--- src/rtl/keypad_matrix_scanner.sv ---
// Matrix keypad scanner: column scan, single-key debounce and a key-event FIFO
// with a valid/ready handoff. Event payload is the linear key index row*COLS+col.
// Optional build macro KEYPAD_RELEASE_EVT_EN: release events are also queued and
// the FIFO word carries a release flag; otherwise key_release is tied low.
module keypad_matrix_scanner #(
    parameter int unsigned ROWS       = 4,
    parameter int unsigned COLS       = 4,
    parameter int unsigned SCAN_DIV   = 131072,
    parameter int unsigned DEBOUNCE   = 3,
    parameter int unsigned FIFO_DEPTH = 4
) (
    input  logic                            clk,
    input  logic                            rst,
    input  logic [ROWS-1:0]                 row,
    output logic [COLS-1:0]                 col,
    output logic                            key_valid,
    input  logic                            key_ready,
    output logic [$clog2(ROWS*COLS)-1:0]    key_code,
    output logic                            key_release,
    output logic                            key_down,
    output logic                            overflow,
    input  logic                            ovf_clr
);

    localparam int unsigned CW   = $clog2(ROWS*COLS);
    localparam int unsigned RW   = $clog2(ROWS);
    localparam int unsigned KW   = $clog2(COLS);
    localparam int unsigned DW   = $clog2(SCAN_DIV);
    localparam int unsigned AW   = $clog2(FIFO_DEPTH);
    localparam int unsigned NW   = AW + 1;
    localparam int unsigned CNTW = 4;
`ifdef KEYPAD_RELEASE_EVT_EN
    localparam int unsigned FW   = CW + 1;
`else
    localparam int unsigned FW   = CW;
`endif

    typedef enum logic [2:0] {
        IDLE     = 3'd0,
        SCAN     = 3'd1,
        PRESS_DB = 3'd2,
        HELD     = 3'd3,
        REL_DB   = 3'd4
    } state_t;

    state_t            state, state_next;
    logic [ROWS-1:0]   row_meta, row_sync;
    logic [DW-1:0]     div;
    logic              tick;
    logic [KW-1:0]     k, k_next;
    logic [RW-1:0]     r, r_next;
    logic [KW-1:0]     c, c_next;
    logic [CNTW-1:0]   cnt, cnt_next;
    logic [COLS-1:0]   col_next;
    logic              key_down_next;
    logic              all_high;
    logic [RW-1:0]     low_row;
    logic              row_r;
    logic              push;
    logic [CW-1:0]     push_code;
`ifdef KEYPAD_RELEASE_EVT_EN
    logic              push_rel;
`endif
    logic [FW-1:0]     push_word;

    logic [FW-1:0]     mem [FIFO_DEPTH];
    logic [AW-1:0]     wr_ptr, rd_ptr, wr_next, rd_next;
    logic [NW-1:0]     count, count_next;
    logic [FW-1:0]     head, head_next;
    logic              pop, full, push_acc, drop;

    function automatic logic [CW-1:0] key_index(input logic [RW-1:0] ri, input logic [KW-1:0] ci);
        return CW'(32'(ri) * COLS + 32'(ci));
    endfunction

    // Two-flop synchronizer for the asynchronous row pins (idle level is high)
    always_ff @(posedge clk or posedge rst) begin
        if (rst) begin
            row_meta <= '1;
            row_sync <= '1;
        end else begin
            row_meta <= row;
            row_sync <= row_meta;
        end
    end

    // Scan-rate divider; tick is high for the last count of each period
    always_ff @(posedge clk or posedge rst) begin
        if (rst)       div <= '0;
        else if (tick) div <= '0;
        else           div <= div + DW'(1);
    end

    assign tick = (div == DW'(SCAN_DIV - 1));

    // Row decode: all-high detect, lowest pressed row and the tracked row level
    always_comb begin
        all_high = &row_sync;
        low_row  = '0;
        for (int i = ROWS - 1; i >= 0; i--) begin
            if (!row_sync[i]) low_row = RW'(i);
        end
        row_r = row_sync[r];
    end

    // FSM state and scan datapath registers
    always_ff @(posedge clk or posedge rst) begin
        if (rst) begin
            state    <= IDLE;
            k        <= '0;
            r        <= '0;
            c        <= '0;
            cnt      <= '0;
            col      <= '0;
            key_down <= 1'b0;
        end else begin
            state    <= state_next;
            k        <= k_next;
            r        <= r_next;
            c        <= c_next;
            cnt      <= cnt_next;
            col      <= col_next;
            key_down <= key_down_next;
        end
    end

    // Next-state, column drive and event generation; only moves on a tick
    always_comb begin
        state_next = state;
        k_next     = k;
        r_next     = r;
        c_next     = c;
        cnt_next   = cnt;
        col_next   = col;
        push       = 1'b0;
        push_code  = key_index(r, c);
`ifdef KEYPAD_RELEASE_EVT_EN
        push_rel   = 1'b0;
`endif
        if (tick) begin
            case (state)
                IDLE: begin
                    col_next = '0;
                    if (!all_high) begin
                        state_next = SCAN;
                        k_next     = '0;
                        col_next   = ~COLS'(1);
                    end
                end
                SCAN: begin
                    if (!all_high) begin
                        r_next   = low_row;
                        c_next   = k;
                        cnt_next = CNTW'(1);
                        col_next = ~(COLS'(1) << k);
                        if (DEBOUNCE == 1) begin
                            push       = 1'b1;
                            push_code  = key_index(low_row, k);
                            state_next = HELD;
                        end else begin
                            state_next = PRESS_DB;
                        end
                    end else if (k == KW'(COLS - 1)) begin
                        state_next = IDLE;
                        col_next   = '0;
                    end else begin
                        k_next   = k + KW'(1);
                        col_next = ~(COLS'(1) << k_next);
                    end
                end
                PRESS_DB: begin
                    if (!row_r) begin
                        cnt_next = cnt + CNTW'(1);
                        if (cnt + CNTW'(1) == CNTW'(DEBOUNCE)) begin
                            push       = 1'b1;
                            state_next = HELD;
                        end
                    end else begin
                        state_next = IDLE;
                        col_next   = '0;
                    end
                end
                HELD: begin
                    if (row_r) begin
                        cnt_next = CNTW'(1);
                        if (DEBOUNCE == 1) begin
`ifdef KEYPAD_RELEASE_EVT_EN
                            push     = 1'b1;
                            push_rel = 1'b1;
`endif
                            state_next = IDLE;
                            col_next   = '0;
                        end else begin
                            state_next = REL_DB;
                        end
                    end
                end
                REL_DB: begin
                    if (row_r) begin
                        cnt_next = cnt + CNTW'(1);
                        if (cnt + CNTW'(1) == CNTW'(DEBOUNCE)) begin
`ifdef KEYPAD_RELEASE_EVT_EN
                            push     = 1'b1;
                            push_rel = 1'b1;
`endif
                            state_next = IDLE;
                            col_next   = '0;
                        end
                    end else begin
                        state_next = HELD;
                    end
                end
                default: begin
                    state_next = IDLE;
                    col_next   = '0;
                end
            endcase
        end
        key_down_next = (state_next == HELD) || (state_next == REL_DB);
    end

`ifdef KEYPAD_RELEASE_EVT_EN
    assign push_word   = {push_rel, push_code};
    assign key_release = head[CW];
`else
    assign push_word   = push_code;
    assign key_release = 1'b0;
`endif
    assign key_code = head[CW-1:0];

    // FIFO control: simultaneous push and pop on a full FIFO loses nothing
    always_comb begin
        pop        = key_valid && key_ready;
        full       = (count == NW'(FIFO_DEPTH));
        push_acc   = push && (!full || pop);
        drop       = push && full && !pop;
        wr_next    = push_acc ? wr_ptr + AW'(1) : wr_ptr;
        rd_next    = pop ? rd_ptr + AW'(1) : rd_ptr;
        count_next = count + NW'(push_acc) - NW'(pop);
        head_next  = head;
        if (count_next != '0) begin
            head_next = (push_acc && (wr_ptr == rd_next)) ? push_word : mem[rd_next];
        end
    end

    // FIFO storage (no reset needed; contents qualified by count)
    always_ff @(posedge clk) begin
        if (push_acc) mem[wr_ptr] <= push_word;
    end

    // FIFO pointers, registered head outputs and sticky overflow
    always_ff @(posedge clk or posedge rst) begin
        if (rst) begin
            wr_ptr    <= '0;
            rd_ptr    <= '0;
            count     <= '0;
            key_valid <= 1'b0;
            head      <= '0;
            overflow  <= 1'b0;
        end else begin
            wr_ptr    <= wr_next;
            rd_ptr    <= rd_next;
            count     <= count_next;
            key_valid <= (count_next != '0);
            head      <= head_next;
            if (drop)         overflow <= 1'b1;
            else if (ovf_clr) overflow <= 1'b0;
        end
    end

endmodule

--- config.mk ---
export PLATFORM = sky130hd
export DESIGN_NAME = keypad_matrix_scanner
export DESIGN_NICKNAME = d
export VERILOG_FILES = /design/src/rtl/keypad_matrix_scanner.sv
export SDC_FILE = /design/constraint.sdc
export NUM_CORES = 1
export LEC_CHECK = 0
export ABC_AREA = 1
export CAP_MARGIN = 40
export CORE_MARGIN = 2
export CORE_UTILIZATION = 35
export CTS_CLUSTER_DIAMETER = 30
export DETAILED_ROUTE_END_ITERATION = 10
export HOLD_SLACK_MARGIN = 0.12
export PLACE_DENSITY = 0.64
export RECOVER_POWER = 50
export SLEW_MARGIN = 25
export SYNTH_ARGS = -nofsm -noshare
export SYNTH_HDL_FRONTEND = slang
export SYNTH_SLANG_ARGS = --single-unit
--- constraint.sdc ---
create_clock -name clk -period 3.5 [get_ports clk]
set_input_delay 0.7 -clock clk [delete_from_list [all_inputs] [get_ports clk]]
set_output_delay 0.7 -clock clk [all_outputs]
set_load 0.01 [all_outputs]
==> metrics.md, run 1 <==
| Metric | Value |
|---|---|
| Worst reg2reg setup slack | 200 ps |
| Most frequent cell after synthesis | nand2_1 |
| Per-cell routed wire length | 12.2 µm |
| Cell area after layout | 0.00411 mm² |
| CTS tree | done |
| Antenna violations before repair | 0 |
| Critical-path top delay cell | fa_1 |
| All-Layer GR Usage | 0.133 |
| Iteration-0 DRC Markers | 116 |
| Top-area cell type share of the netlist area | 0.342 |
| Post-Route WL | 6840 µm |
| Final HPWL DP | 4890 µm |
| Routability cong. | 0.817 |
| Slew Viols, Final | 0 |
| Die Wd | 104 µm |
| Crit path buf inv count | 3 |
| Share of layout cells above drive strength 1 | 0.124 |
| Family with the most delay on the worst path | adder cells |
| Die height | 104 µm |
| Clock Latency Late Sink | 350 ps |
| DRC | 0 |
| Reg2reg end | key_code[0]$_DFFE_PP0P_ |
| Vias per inst | 4.68 |
| Core area | 0.00973 mm² |
| CTS clk-pin slew, worst paths | 80 ps |
| Starting Density | 0.360 |
| Most area-consuming cells after synthesis | dfrtp_1, edfxtp_1, nand2_1, inv_1, dfstp_2 |
| Asr flop ratio synth | 0.778 |
| Crit path largest cell delay | 500 ps |
| Num CTS Buffers | 9 |
| Die ar. | 0.0108 mm² |
| Remaining Overflow, GRT | 0 |
| Pin count of the biggest net entering global routing | 57 |
| Lkg Pwr | 1.86 nW |
| Drt first pass iters | 4 |
| Sw frac | 0.313 |
| Vias | 2615 |
| Max Cap Violations | 0 |
| Hold Slack | 357 ps |
| Worst EP required | 3790 ps |
| Slew headroom | 0.100 |
| Pwr/cell area | 514 mW/mm² |
| Int Pwr | 1.45 mW |
| Commonest cells in the netlist | nand2_1, inv_1, dfrtp_1 |
| I/O Buffers | 18 |
| Measured slew at the worst slew-check pin | 1350 ps |
| CP Capture Type | register |
| ANT cells | 0 |
| CP startpoint kind | register |
| # nets final | 444 |
| I/O pins | 20 |
| Hold_buf cts | 0 |
| Critical path, cell by cell | ha_4 > nand3_2 > nor2_2 > nand2_1 > inv_2 > nand3_2 > nor2_2 > nand3_1 > nor2_1 > ha_2 > nand3_2 > ha_1 > inv_1 > ha_1 > fa_1 > nor2_2 > nand3_4 > inv_1 > nand2_1 > nand2_1 |
| Crit Path Max Fanout | 6 |
| Mapped Area | 0.00351 mm² |
| Synth Register Bits | 72 |
| Syn Inst Count | 391 |
| Final Hold Fails | 0 |
| Flop pwr share | 0.451 |
| DRT antenna net count | 0 |
| RR Startpoint | div[0]$_DFF_PP0_ |
| YS warnings | 0 |
| Peak Freq | 0.303 GHz |
| Fin crit period | 3300 ps |
| CP Class | reg2reg |
| Cell accounting for the most synthesized area | dfrtp_1 |
| Combinational share of power | 0.232 |
| Critical path arrival | 3590 ps |
| Maximum vdd ir drop | 255 µV |
| Post-synth EDFFs | 16 |
| Fin crit share | 0.943 |
| First-pass GRT wire length | 11700 µm |
| Vias in the first global route | 2642 |
| P&R area growth vs syn | 17.2% |
| Final Util | 0.422 |
| Hold path depth | 0 |
| Final setup fails | 0 |
| Max Buffers Root-to-Sink | 2 |
| Outcome | completed |
| Fillers | 981 |
| Row count | 36 |
| Clock Skews | 6.78 ps |
| CTS Root Cell | clkbuf_8 |
| Synth unique cells | 38 |
| Worst reg2reg path depth | 20 |
| Mapped Nets | 414 |
| Clock power share | 0.317 |
| DP Area | 0.00385 mm² |
| Hold endpoint | row_sync[3]$_DFF_PP1_ |
| Sequential area share after synthesis | 0.539 |
| Overall Power | 2.11 mW |
| Worst min-delay path class | reg2reg |
| Synth Flop Type | dfrtp_1 |
| Worst Setup SP | div[0]$_DFF_PP0_ |
| HP Start | row_meta[3]$_DFF_PP1_ |
| Avg Inst Size Synth | 8.97 µm² |
| H-tree depth | 3 |
| Clk sink count | 72 |
| Sw power | 0.660 mW |
cell usage in the layout, fill, tap and decap left out, drive strengths merged, types with 2 or more instances in the layout:
master         synthesis  routed
dlygate4sd3            0       6
clkbuf                 2      12
xor2                   4       4
nand2                 87      87
nor3                   8       8
nand3                 29      29
o211ai                 8       8
inv                   63      63
clkinv                 0       4
a21oi                 17      17
edfxtp                16      16
o21bai                 5       5
clkdlybuf4s50          0      12
buf                    3       5
ha                    14      14
nand4                  7       7
dfstp                  8       8
dfrtp                 48      48
o21ai                 20      20
nor2                  40      40
a211oi                 2       2
per-stage QoR:
step           std cells  setup WS [ps]  setup TNS [ps]
2_1_floorplan        391           62.0               0
3_3_place_gp         541            136               0
3_5_place_dp         541          -2.32           -2.32
4_1_cts              557           48.1               0
5_1_grt              559          -72.1            -248
6_report             559            200               0
how the worst max path moves through the flow:
| stage | cells after the start | slack [ps] | to |
|---|---|---|---|
| after global placement | 20 | 140 | key_code[2]$_DFFE_PP0P_ |
| after detailed placement | 20 | -2 | key_code[0]$_DFFE_PP0P_ |
| final | 20 | 200 | key_code[0]$_DFFE_PP0P_ |
| after CTS | 20 | 50 | key_code[0]$_DFFE_PP0P_ |
| after floorplan | 21 | 60 | key_code[0]$_DFFE_PP0P_ |
| after global routing | 20 | -70 | key_code[3]$_DFFE_PP0P_ |
per-layer routing:
metal  vias up  global-route usage  share of wire
met3        10              0.0357          0.035
li1       1329                   -              -
met1      1235               0.165           0.47
met5         -                   0              0
met2        41               0.225           0.49
met4         0              0.0473          0.012
kinds of logic after synthesis:
| family | Yosys count | share of synthesized area |
|---|---|---|
| xor gates and xnor gates | 5 | 0.0125 |
| adders and majority gates | 15 | 0.0557 |
| AOI/OAI and AO/OA | 57 | 0.0956 |
| other | 1 | 0.00107 |
| buffers and inverters | 68 | 0.0763 |
| DFF | 72 | 0.539 |
| and+or+nand+nor | 173 | 0.219 |
what timing repair did:
| item | 4_1_cts | 5_1_grt |
|---|---|---|
| gates cloned | 0 | 0 |
| resized for setup | 1 | 11 |
| setup endpoints to repair | 4 | 4 |
| pin swaps | 0 | 2 |
| buffers inserted | 0 | 2 |
sequential cells by signal, summed over array words and instances (netlist names):
register and flops:
key_code 4, mem 16, wr_ptr 2, c 2, count 3, row_meta 4
row_sync 4, div 17, overflow 1, rd_ptr 2, col 4, k 2
r 2, key_valid 1, cnt 4, state 3, key_down 1
power groups by stage:
stage / sequential [mW] / combinational (mW) / clock, mW
floorplan: 0.970 / 0.311 / 0
global placement: 0.968 / 0.429 / 0
detailed placement: 0.969 / 0.448 / 0
CTS: 0.952 / 0.462 / 0.682
global route: 0.958 / 0.542 / 0.723
finish: 0.952 / 0.490 / 0.671
final cells by class:
class | instances | area (µm²) | area share
flip-flops and latches | 72 | 1890 | 0.460
clock inverters | 5 | 55.1 | 0.0134
multi-input cells | 251 | 1400 | 0.340
inverters | 63 | 236 | 0.0576
well taps | 133 | 166 | 0.0405
clock buffers | 11 | 141 | 0.0344
repair buffers | 24 | 223 | 0.0542
Note: power is estimated with default switching activity, not from simulation.
==> run 2, diff against run 1 <==
- REMOVE_ABC_BUFFERS: not set -> 1
- TNS_END_PERCENT: not set -> 5
==> run 2 against run 1 <==
Compared with the run above: count of clock-buffer cells in the layout increased by 2; critical path depth unchanged; sequential power about the same; cell area down 0.15%; register-to-register slack improved by 30 ps; clock power fell by 2%; sequential share of layout area grew 0.070 points; total power down 2.0%; non-clock buffer count stayed put; worst hold slack hardly changed; cell count stayed put; largest cell class unchanged.
==> metrics.md, run 2 (synthesized netlist as in run 1, its figures left out) <==
| Metric | Value |
|---|---|
| Maximum vdd ir drop | 197 µV (-23%) |
| Critical Path Stages | 20 (unchanged) |
| Biggest regs | div x17, mem x16 |
| Routability cong. | 0.868 (+6.2%) |
| Lkg Pwr | 1.86 nW (-0.15%) |
| Outcome | completed |
| DRT antenna net count | 0 (unchanged) |
| CP Class | reg2reg |
| Die Wd | 104 µm (unchanged) |
| Share of layout cells above drive strength 1 | 0.113 (-0.0117) |
| Die ar. | 0.0108 mm² (unchanged) |
| Remaining Overflow, GRT | 0 (unchanged) |
| Clk sink count | 72 (unchanged) |
| Pwr/cell area | 505 mW/mm² (-1.9%) |
| Flop pwr share | 0.461 (+0.010) |
| Max Cap Violations | 0 (unchanged) |
| Iteration-0 DRC Markers | 132 (+14%) |
| CP startpoint kind | register |
| Pin count of the biggest net entering global routing | 33 (-42%) |
| I/O Buffers | 18 (unchanged) |
| Reg2reg end | key_code[3]$_DFFE_PP0P_ |
| Worst reg2reg path depth | 20 (unchanged) |
| Worst EP required | 3800 ps (about the same) |
| Clock Skews | 12.1 ps (+5.36 ps) |
| Crit path largest cell delay | 460 ps (-40 ps) |
| CTS tree | done |
| Fin crit period | 3270 ps (-33.3 ps) |
| I/O pins | 20 (unchanged) |
| Antenna violations before repair | 0 (unchanged) |
| Drt first pass iters | 4 (unchanged) |
| Largest register FFs | 17 (unchanged) |
| Commonest non-fill, non-tap cells in the layout | nand2_1, inv_1, dfrtp_1, nor2_1, nand3_1 |
| RR Startpoint | div[0]$_DFF_PP0_ |
| Per-cell routed wire length | 12.1 µm (-0.78%) |
| Vias in the first global route | 2609 (-1.2%) |
| Final setup fails | 0 (unchanged) |
| P&R area growth vs syn | 17.0% |
| Row count | 36 (unchanged) |
| Combinational share of power | 0.222 (-0.010) |
| Critical path, cell by cell | ha_4 > nand3_2 > nor2_2 > nand2_1 > inv_1 > nand3_2 > nor2_2 > nand3_1 > nor2_1 > ha_2 > nand3_2 > ha_1 > inv_1 > ha_1 > fa_1 > nor2_1 > nand3_4 > inv_1 > nand2_1 > nand2_1 |
| # nets final | 444 (unchanged) |
| Family with the most delay on the worst path | adder cells |
| Die height | 104 µm (unchanged) |
| DRC | 0 (unchanged) |
| CP Capture Type | register |
| Worst Setup SP | div[0]$_DFF_PP0_ |
| Critical path arrival | 3570 ps (-20 ps) |
| Clock power share | 0.317 (about the same) |
| Final HPWL DP | 4980 µm (+1.8%) |
| Fillers | 973 (-0.82%) |
| Int Pwr | 1.44 mW (-0.93%) |
| Commonest non-fill, non-tap cell in the layout | nand2_1 |
| CTS clk-pin slew, worst paths | 80 ps (about the same) |
| Worst reg2reg setup slack | 230 ps (+30 ps) |
| Hold Slack | 357 ps (-0.350 ps) |
| Post-Route WL | 6780 µm (-0.78%) |
| Worst setup path endpoint | key_code[3]$_DFFE_PP0P_ |
| Sw power | 0.632 mW (-4.4%) |
| Peak Freq | 0.306 GHz (+1.0%) |
| Biggest register | div |
| Crit path buf inv count | 3 (unchanged) |
| Slew headroom | 0.188 (+0.0876) |
| Measured slew at the worst slew-check pin | 1220 ps (-133 ps) |
| Num CTS Buffers | 9 (unchanged) |
| Starting Density | 0.360 (unchanged) |
| First-pass GRT wire length | 11600 µm (-0.47%) |
| CTS Root Cell | clkbuf_8 |
| ANT cells | 0 (unchanged) |
| Vias | 2569 (-1.8%) |
| Vias per inst | 4.60 (-1.8%) |
| Slew Viols, Final | 0 (unchanged) |
| Clock Latency Late Sink | 350 ps (about the same) |
| Max Buffers Root-to-Sink | 2 (unchanged) |
| Fin crit share | 0.933 (-0.00953) |
| Critical-path top delay cell | fa_1 |
| Overall Power | 2.07 mW (-2.0%) |
| Worst min-delay path class | reg2reg |
| H-tree depth | 3 (unchanged) |
| Sw frac | 0.305 (-0.00751) |
| Core area | 0.00973 mm² (unchanged) |
| All-Layer GR Usage | 0.133 (-0.000232) |
| Crit Path Max Fanout | 6 (unchanged) |
| Final Hold Fails | 0 (unchanged) |
-- run 2: power by group through the flow --
| stage | clock network (mW) | logic (mW) | registers [mW] |
|---|---|---|---|
| 2_1_floorplan | 0 | 0.305 | 0.970 |
| 3_3_place_gp | 0 | 0.429 | 0.968 |
| 3_5_place_dp | 0 | 0.445 | 0.969 |
| 4_1_cts | 0.674 | 0.443 | 0.953 |
| 5_1_grt | 0.714 | 0.524 | 0.960 |
| 6_report | 0.656 | 0.459 | 0.955 |
-- run 2: worst min path at each step --
stage,cells past startpoint,start,endpoint
2_1_floorplan,0,row_meta[0]$_DFF_PP1_,row_sync[0]$_DFF_PP1_
3_3_place_gp,0,row_meta[1]$_DFF_PP1_,row_sync[1]$_DFF_PP1_
3_5_place_dp,0,row_meta[3]$_DFF_PP1_,row_sync[3]$_DFF_PP1_
4_1_cts,0,row_meta[3]$_DFF_PP1_,row_sync[3]$_DFF_PP1_
5_1_grt,0,row_meta[3]$_DFF_PP1_,row_sync[3]$_DFF_PP1_
6_report,0,row_meta[3]$_DFF_PP1_,row_sync[3]$_DFF_PP1_
-- run 2: area by class of cell --
| type | count | area, µm² | share of cell area |
|---|---|---|---|
| tap | 133 | 166 | 0.0406 |
| sequential | 72 | 1890 | 0.461 |
| clock buffer | 13 | 180 | 0.0439 |
| multi-input combinational | 251 | 1390 | 0.338 |
| timing repair buffer | 24 | 218 | 0.0531 |
| clock inverter | 3 | 22.5 | 0.00549 |
| inverter | 63 | 236 | 0.0576 |
-- run 2: timing repair --
item | 4_1_cts | 5_1_grt
gates resized for setup | 0 | 10
buffers inserted | 0 | 1
hold buffers | 0 | 0
setup endpoints to repair | 0 | 5
-- run 2: worst reg2reg max path: stages, from the launching register on --
cell	delay (ps)
dfrtp_1	440
ha_4	180
nand3_2	110
nor2_2	150
nand2_1	60
inv_1	110
nand3_2	100
nor2_2	110
nand3_1	90
nor2_1	100
ha_2	190
nand3_2	80
ha_1	280
inv_1	40
ha_1	180
fa_1	460
nor2_1	200
nand3_4	120
inv_1	110
nand2_1	60
nand2_1	60
-- run 2: per-layer routing --
metal	part of all wire	track usage	wire, µm	up-vias
met2	0.47	0.218	3200	35
met3	0.031	0.0376	210	16
met4	0.022	0.0579	148	0
li1	-	-	-	1323
met5	0	0	0	-
met1	0.47	0.165	3220	1195
-- run 2: through the flow --
| step | utilization | setup TNS (ps) | std cells | area, µm² | worst slack (ps) |
|---|---|---|---|---|---|
| after floorplan | - | -654 | 386 | 3480 | -163 |
| after global placement | 0.397 | 0 | 542 | 3860 | 135 |
| after detailed placement | 0.397 | 0 | 542 | 3860 | 14.8 |
| after CTS | 0.418 | 0 | 558 | 4060 | 9.85 |
| after global routing | 0.422 | -205 | 559 | 4100 | -59.9 |
| final | 0.422 | 0 | 559 | 4100 | 233 |
==> run 3, diff against run 2 <==
- CAP_MARGIN: 40 -> not set
- CTS_CLUSTER_DIAMETER: 30 -> 60
==> results of run 3 <==
No change in the layout: final DEF, timing and power equal those of run 2.
